<file path="config.mk">
export PLATFORM = sky130hd
export DESIGN_NAME = host_uart_cmd_assembler
export DESIGN_NICKNAME = d
export VERILOG_FILES = /design/src/rtl/host_cmd_pkg.sv /design/src/rtl/cmd_idle_timer.sv /design/src/rtl/host_uart_cmd_assembler.sv
export SDC_FILE = /design/constraint.sdc
export NUM_CORES = 2
export LEC_CHECK = 0
export BUFFER_PORTS_ARGS = -buffer_cell sky130_fd_sc_hd__buf_4
export CAP_MARGIN = 0
export CORE_AREA = 3 3 403 405
export CTS_CLUSTER_SIZE = 28
export DETAILED_ROUTE_END_ITERATION = 6
export DIE_AREA = 0 0 406 408
export SLEW_MARGIN = 5
export SYNTH_ARGS = -nofsm -noshare
export SYNTH_HDL_FRONTEND = slang
export SYNTH_SLANG_ARGS = --single-unit
export TNS_END_PERCENT = 5
</file>
<file path="constraint.sdc">
create_clock -name clk -period 61.2 [get_ports clk]
set_clock_uncertainty 0.15 [all_clocks]
set_input_delay 6.12 -clock clk [delete_from_list [all_inputs] [get_ports clk]]
set_output_delay 6.12 -clock clk [all_outputs]
set_load 0.1 [all_outputs]
</file>
<file path="src/rtl/host_cmd_pkg.sv">
// host_cmd_pkg: shared command-frame constants and assembler state encodings
package host_cmd_pkg;
   localparam int         CMD_FRAME_BYTES = 128;
   localparam logic [7:0] CMD_TERM_BYTE   = 8'h0D;
   localparam logic [2:0] ST_COLLECT   = 3'd0;
   localparam logic [2:0] ST_DISCARD   = 3'd1;
   localparam logic [2:0] ST_LAUNCH    = 3'd2;
   localparam logic [2:0] ST_WAIT_LOW  = 3'd3;
   localparam logic [2:0] ST_WAIT_HIGH = 3'd4;
   typedef enum logic [2:0] {
      COLLECT   = ST_COLLECT,
      DISCARD   = ST_DISCARD,
      LAUNCH    = ST_LAUNCH,
      WAIT_LOW  = ST_WAIT_LOW,
      WAIT_HIGH = ST_WAIT_HIGH
   } cmd_state_e;
endpackage

</file>
<file path="src/rtl/cmd_idle_timer.sv">
// cmd_idle_timer: idle-cycle counter for partial frames, built only with CMD_ASM_TIMEOUT_EN
`ifdef CMD_ASM_TIMEOUT_EN
module cmd_idle_timer #(
   parameter int CYCLES = 1000000
) (
   input  logic clk,
   input  logic reset,
   input  logic clear,
   input  logic enable,
   output logic expired
);
   localparam int W = $clog2(CYCLES + 1);
   logic [W-1:0] cnt_q, cnt_d;
   assign expired = cnt_q == W'(CYCLES);
   // count enabled idle cycles, saturating at the limit
   always_comb cnt_d = clear ? '0 : (enable && !expired) ? cnt_q + 1'b1 : cnt_q;
   // counter register
   always_ff @(posedge clk or posedge reset)
      if (reset) cnt_q <= '0;
      else       cnt_q <= cnt_d;
endmodule
`endif

</file>
<file path="src/rtl/host_uart_cmd_assembler.sv">
// host_uart_cmd_assembler: assembles UART bytes into a command frame and hands it downstream
module host_uart_cmd_assembler
  import host_cmd_pkg::*;
#(
  parameter int         MAX_BYTES      = CMD_FRAME_BYTES,
  parameter logic [7:0] TERM_BYTE      = CMD_TERM_BYTE,
  parameter int         TIMEOUT_CYCLES = 1000000
) (
  input  logic                   clk,
  input  logic                   reset,
  input  logic [7:0]             rx_byte,
  input  logic                   rx_valid,
  input  logic                   pipe_done,
  input  logic                   pipe_error,
  output logic [8*MAX_BYTES-1:0] packet_data,
  output logic                   send_packet,
  output logic [7:0]             byte_count,
  output logic                   busy,
  output logic                   overflow_err,
  output logic                   overrun_err,
  output logic                   cmd_err,
  output logic                   timeout_err
);
  localparam int FW = 8 * MAX_BYTES;
  localparam int AW = $clog2(FW);
  cmd_state_e    state_q, state_d;
  logic [FW-1:0] frame_q, frame_d;
  logic [7:0]    count_q, count_d;
  logic          ovf_q, ovf_d, ovr_q, ovr_d, cmd_q, cmd_d, to_q, to_d;
  logic [AW-1:0] wr_lsb;
  logic          to_hit;
  assign wr_lsb       = AW'((MAX_BYTES - 1 - int'(count_q)) * 8);
  assign packet_data  = frame_q;
  assign byte_count   = count_q;
  assign send_packet  = state_q == LAUNCH;
  assign busy         = state_q == LAUNCH || state_q == WAIT_LOW || state_q == WAIT_HIGH;
  assign overflow_err = ovf_q;
  assign overrun_err  = ovr_q;
  assign cmd_err      = cmd_q;
  assign timeout_err  = to_q;
`ifdef CMD_ASM_TIMEOUT_EN
  logic idle_en;
  assign idle_en = state_q == COLLECT && count_q != 8'd0;
  cmd_idle_timer #(.CYCLES(TIMEOUT_CYCLES)) u_idle_timer (
    .clk     (clk),
    .reset   (reset),
    .clear   (rx_valid || !idle_en),
    .enable  (idle_en),
    .expired (to_hit)
  );
`else
  assign to_hit = 1'b0;
`endif
  always_comb begin
    state_d = state_q;
    frame_d = frame_q;
    count_d = count_q;
    ovf_d   = ovf_q;
    ovr_d   = ovr_q;
    cmd_d   = cmd_q;
    to_d    = to_q;
    case (state_q)
      COLLECT:
        if (rx_valid) begin
          if (rx_byte == TERM_BYTE) begin
            if (count_q != 8'd0) state_d = LAUNCH;
          end else if (count_q == 8'(MAX_BYTES)) begin
            ovf_d   = 1'b1;
            frame_d = '0;
            count_d = '0;
            state_d = DISCARD;
          end else begin
            frame_d[wr_lsb +: 8] = rx_byte;
            count_d = count_q + 8'd1;
          end
        end else if (to_hit) begin
          frame_d = '0;
          count_d = '0;
          to_d    = 1'b1;
        end
      DISCARD:
        if (rx_valid && rx_byte == TERM_BYTE) state_d = COLLECT;
      LAUNCH: begin
        ovf_d   = 1'b0;
        ovr_d   = 1'b0;
        cmd_d   = 1'b0;
        to_d    = 1'b0;
        state_d = WAIT_LOW;
      end
      WAIT_LOW:
        if (!pipe_done) state_d = WAIT_HIGH;
      WAIT_HIGH:
        if (pipe_done) begin
          cmd_d   = pipe_error;
          frame_d = '0;
          count_d = '0;
          state_d = COLLECT;
        end
      default: state_d = COLLECT;
    endcase
    if (busy && rx_valid) ovr_d = 1'b1;
  end
  always_ff @(posedge clk or posedge reset)
    if (reset) begin
      state_q <= COLLECT;
      frame_q <= '0;
      count_q <= '0;
      ovf_q   <= 1'b0;
      ovr_q   <= 1'b0;
      cmd_q   <= 1'b0;
      to_q    <= 1'b0;
    end else begin
      state_q <= state_d;
      frame_q <= frame_d;
      count_q <= count_d;
      ovf_q   <= ovf_d;
      ovr_q   <= ovr_d;
      cmd_q   <= cmd_d;
      to_q    <= to_d;
    end
endmodule

</file>
Yosys cells after proc, flatten, opt, wreduce, memory -nomap -nowiden
Index checks and enable logic that the tools add are counted.
{"block": "word_totals", "ramBits": 0, "latchBits": 0, "n_memories": 0, "elab_cells": 66, "out_inout_bits": 1038, "register_bits": 1038, "romBits": 0}
{"block": "op_classes", "n_bitwise": 0, "multipliers": 0, "n_shift": 2, "magnitude_cmp": 0, "muxes": 27, "n_eq_ne": 14, "n_div": 0, "addsub": 3, "n_reduce_logical": 14}
{"cell": "1024-bit two-way mux", "count": 4}
{"cell": "1024-bit case mux with 2 select lines", "count": 1}
{"cell": "1024-bit bitwise mux", "count": 1}
{"cell": "8-bit by 12-bit variable shift with 1024-bit output, first input constant", "count": 1}
{"cell": "8-bit by 12-bit variable part select with 1024-bit output", "count": 1}
{"cell": "8-bit two-way mux", "count": 4}
{"cell": "3-bit two-way mux", "count": 7}
{"cell": "8-bit case mux with 2 select lines", "count": 1}
{"cell": "3-bit case mux with 5 select lines", "count": 1}
{"cell": "2-bit inequality test, second input constant", "count": 6}
{"cell": "10-bit negation with 12-bit output", "count": 1}
{"cell": "8-bit by 1-bit adder with 8-bit output, second input constant", "count": 1}
{"cell": "8-bit by 4-bit equality test with 1-bit output, second input constant", "count": 1}
{"cell": "8-bit equality test, second input constant", "count": 1}
{"cell": "4-bit AND reduction", "count": 2}
{"cell": "2-bit nonzero test", "count": 4}
{"cell": "8-bit nonzero test", "count": 1}
{"cell": "7-bit subtractor, first input constant", "count": 1}
{"cell": "3-bit by 2-bit equality test with 1-bit output, second input constant", "count": 2}
{"cell": "1-bit two-way mux", "count": 6}
{"cell": "3-bit inequality test, second input constant", "count": 2}
{"cell": "6-bit AND reduction", "count": 1}
{"cell": "1-bit case mux with 2 select lines", "count": 2}
{"cell": "3-bit by 1-bit equality test with 1-bit output, second input constant", "count": 1}
{"cell": "other kinds (5)", "count": 7}

Depth between registers and ports, before layout
{"block": "depth", "word_depth": 8, "ltp_mapped": 12, "ltp_nobuf": 7}

Worst setup path after synthesis
Ideal clock, no wire load.
{"block": "synth_timing", "kind": "input to register", "from": "in rx_byte[1]", "to": "reg frame_q[991], in the netlist packet_data[991]", "path_buffers": 3, "required_time_ps": 60954, "stages": 8, "arrival_ps": 8067, "setup_slack_ps": 52887, "path_cell_list": "or4b_1 o211a_1 buf_4 buf_2 o211ai_2 buf_2 o211ai_1 o31ai_1"}
{"block": "synth_between", "elab_chain_len": 6, "elab_cells_between_ends": 9, "classes_between": "2 x eq/ne; 1 x shift; 5 x mux; 1 x reduce/logical"}
{"element": "start: declaration", "line": "host_uart_cmd_assembler.sv:11", "text": "input logic [7:0] rx_byte,"}
{"element": "8-bit by 12-bit variable part select with 1024-bit output", "line": "host_uart_cmd_assembler.sv:73", "text": "frame_d[wr_lsb +: 8] = rx_byte;"}
{"element": "1024-bit bitwise mux", "line": "host_uart_cmd_assembler.sv:73"}
{"element": "1024-bit two-way mux", "line": "host_uart_cmd_assembler.sv:67", "text": "end else if (count_q == 8'(MAX_BYTES)) begin"}
{"element": "1024-bit two-way mux", "line": "host_uart_cmd_assembler.sv:65", "text": "if (rx_byte == TERM_BYTE) begin"}
{"element": "1024-bit two-way mux", "line": "host_uart_cmd_assembler.sv:64", "text": "if (rx_valid) begin"}
{"element": "1024-bit case mux with 2 select lines", "line": "host_uart_cmd_assembler.sv:62", "text": "case (state_q)"}
{"element": "end signal: assignment", "line": "host_uart_cmd_assembler.sv:114", "text": "frame_q <= frame_d;"}
{"element": "end: declaration", "line": "host_uart_cmd_assembler.sv:27", "text": "logic [FW-1:0] frame_q, frame_d;"}
Parallel ways exist; a longest one is shown, timed or not. The select of a mux whose other input is x is not followed.
A chain may end at the register's enable or synchronous reset.

Worst setup path in the final report
{"block": "layout_timing", "from": "in rx_byte[1]", "to": "reg frame_q[480], in the netlist packet_data[480]"}
The elaborated chain is that of the path after synthesis.

==> impl_metrics.json <==
{
  "avgSynthCellArea_um2": 11.0,
  "fin_crit_sh": 0.162,
  "worstSkewPairLatency_ns": 0.76,
  "synth-seq-cells": 1038,
  "die_x_um": 406,
  "grt_pass1_vias": 38116,
  "path_buf_inv": 3,
  "ys_seq_area_frac": 0.604,
  "layout-drive-gt1-share": 0.295,
  "first_pass_iters": 6,
  "drt_iter0_drc": 3960,
  "yosysWarnings": 0,
  "clock_sinks": 1038,
  "gp_congestion": 0.906,
  "post-dp-hpwl_mm": 168,
  "min_path_type": "flop to flop",
  "rsz0062_at_grt": "false",
  "io_buffers": 1049,
  "synth_ff_type": "dfrtp_1",
  "antenna_left": 0,
  "drc": 0,
  "cp_cell_sequence": "buf_4 > or4b_1 > o211a_2 > o21ai_4 > buf_12 > buf_12 > o21a_1 > mux2_2",
  "setup_violations": 0,
  "grt_pass1_wl_mm": 317,
  "finalMaxSlewViolations": 0,
  "ios": 1051,
  "syn_to_final_growth_pct": 33.0,
  "cts_tree": "done",
  "cts_hold_buf": 0,
  "slowest_stage": "or4b_1",
  "cts_made_buffers": 115,
  "max_freq_ghz": 0.101,
  "cp.arrival_ns": 10.36,
  "synthArstFlopShare": 1.00,
  "path_common_cell": "buf_12",
  "synth_area_mm2": 0.0430,
  "worstSetupEndpointType": "flop",
  "rrSetupSlack_ns": 55.72,
  "startpoint_type": "input port",
  "grt_overflow_total": 0,
  "routedWlPerCell_um": 33.0,
  "place_ws_ns": 50.45,
  "synthCells": 3903,
  "fp.coreArea_mm2": 0.159,
  "cts-root-buf": "clkbuf_16",
  "synth_nets": 3921,
  "outcome": "finished, final reports clean",
  "min_period_ns": 9.89,
  "clk_path_buf_depth": 3,
  "p_per_area_mw_per_mm2": 41.7,
  "fin_setup_tns_ns": 0,
  "wirelength_mm": 233,
  "vias": 38484,
  "power_leakage_nw": 28.2,
  "antenna_found_initial": 6,
  "die_area_mm2": 0.166,
  "final-hold-violation-count": 0,
  "yosysUniqueCellTypes": 88,
  "grt_start_max_net_pins": 231,
  "std_cell_rows": 146,
  "worst_ep_required_time_ns": 61.67,
  "drv_cap": 0,
  "postCtsSetupBuffers": 0,
  "tightest_slew_ns": 1.25,
  "synth_edf_count": 0,
  "critPathTopFamily": "buffers and inverters",
  "peakVddDrop_mv": 0.0415,
  "clkTransAtPathRegs_ns": 0.07,
  "crit_type": "input port to flop",
  "fin_ws_ns": 51.31,
  "cts_max_level": 3,
  "die_h_um": 408,
  "cpPeakStageDelay_ns": 0.78,
  "grt_usage": 0.272,
  "vias_per_cell": 5.46,
  "slew-limit-headroom": 0.163,
  "cp_max_fo": 230,
  "fin_nets": 4902,
  "initial_core_util": 0.271,
  "cts_resized": 0
}
state kept, by name, indices dropped and copies added (netlist names):
name and cells:
packet_data 1024, byte_count 8, state_q 3, cmd_err 1, overflow_err 1, overrun_err 1
cell usage in the layout (no fill, tap or decap), drive strengths merged, types with 6 or more instances in the layout:
cell type,netlist,final
clkinvlp,0,6
o311ai,45,45
o22ai,458,458
nor4,10,10
clkbuf,149,163
nor3,36,36
a22o,21,21
a211oi,27,27
and3,22,22
nor2,49,49
nand3,131,131
o31ai,10,10
bufinv,0,7
clkinv,0,27
o41ai,8,8
a21oi,45,45
inv,224,235
o2bb2ai,95,95
nand2,652,652
a31oi,11,11
a32o,64,64
dfrtp,1038,1038
o211ai,115,115
nand4,48,48
and2,17,17
o21ai,164,164
buf,137,1150
mux2i,244,244
synth_stat cells (30+ instances only):
| library cell | instances | area (um2) |
|---|---|---|
| o21ai_0 | 156 | 781 |
| buf_2 | 115 | 576 |
| nor2_1 | 48 | 180 |
| clkbuf_1 | 147 | 552 |
| nand3_1 | 118 | 591 |
| nor3_1 | 30 | 150 |
| inv_1 | 224 | 841 |
| o311ai_0 | 45 | 394 |
| o211ai_1 | 113 | 848 |
| o22ai_1 | 451 | 2820 |
| dfrtp_1 | 1038 | 26000 |
| nand4_1 | 44 | 275 |
| nand2_1 | 650 | 2440 |
| o2bb2ai_1 | 95 | 832 |
| mux2i_1 | 244 | 2440 |
| a21oi_1 | 41 | 205 |
| a32o_1 | 64 | 641 |
final cells by class:
class	count	area [um2]
fillers	15872	102000
flip-flops and latches	1038	26000
multi-input cells	2355	15300
repair buffers	1150	8680
clock buffers	163	3240
well taps	2072	2590
inverters	224	848
clock inverters	51	599
diodes	1	2.50
logic make-up (layout without fill, tap and decap cells):
| kind of cell | after synthesis | after routing | synth area share |
|---|---|---|---|
| xor+xnor | 3 | 3 | 0.000786 |
| fa+ha+maj | 5 | 5 | 0.00145 |
| flops | 1038 | 1038 | 0.604 |
| other cells | 1 | 2 | 0.0000872 |
| compound gates | 1098 | 1098 | 0.181 |
| buf+inv | 510 | 1588 | 0.0490 |
| simple gates | 1003 | 1003 | 0.106 |
| mux | 245 | 245 | 0.0571 |
worst paths after layout:
check / depth (start not counted) / startpoint / to
max: 8 / rx_byte[1] / packet_data[480]
min: 1 / packet_data[874] / packet_data[874]
max reg2reg: 6 / byte_count[1] / packet_data[986]
min reg2reg: 1 / packet_data[874] / packet_data[874]
max in group asynchronous: 6 / reset / packet_data[96]
min in group asynchronous: 2 / reset / packet_data[300]
where the power goes:
| group | internal, W | leakage, nW | total (W) | switching, W |
|---|---|---|---|---|
| Clock | 0.000401 | 1.87 | 0.000709 | 0.000308 |
| Sequential | 0.000736 | 13.4 | 0.000779 | 0.0000421 |
| Combinational | 0.000142 | 12.9 | 0.000896 | 0.000755 |
per-layer routing:
layer | GRT usage | vias to the layer above | routed length [um]
met5 | 0 | - | 13
li1 | - | 16195 | -
met1 | 0.316 | 19810 | 85900
met3 | 0.0914 | 424 | 23500
met4 | 0.125 | 2 | 11900
met2 | 0.450 | 2053 | 111000
stage by stage:
| stage | cells | total power (W) | hold slack [ns] | instance area [um2] | util |
|---|---|---|---|---|---|
| 2_1_floorplan | 3903 | 0.00136 | 0.433 | 43000 | - |
| 3_3_place_gp | 6839 | 0.00168 | 0.323 | 53400 | 0.336 |
| 3_5_place_dp | 6839 | 0.00168 | 0.325 | 53400 | 0.336 |
| 4_1_cts | 7053 | 0.00240 | 0.343 | 57200 | 0.360 |
| 5_1_grt | 7053 | 0.00245 | 0.349 | 57200 | 0.360 |
| 6_report | 7054 | 0.00238 | 0.340 | 57200 | 0.360 |
Note: power is estimated with default switching activity, not from simulation.
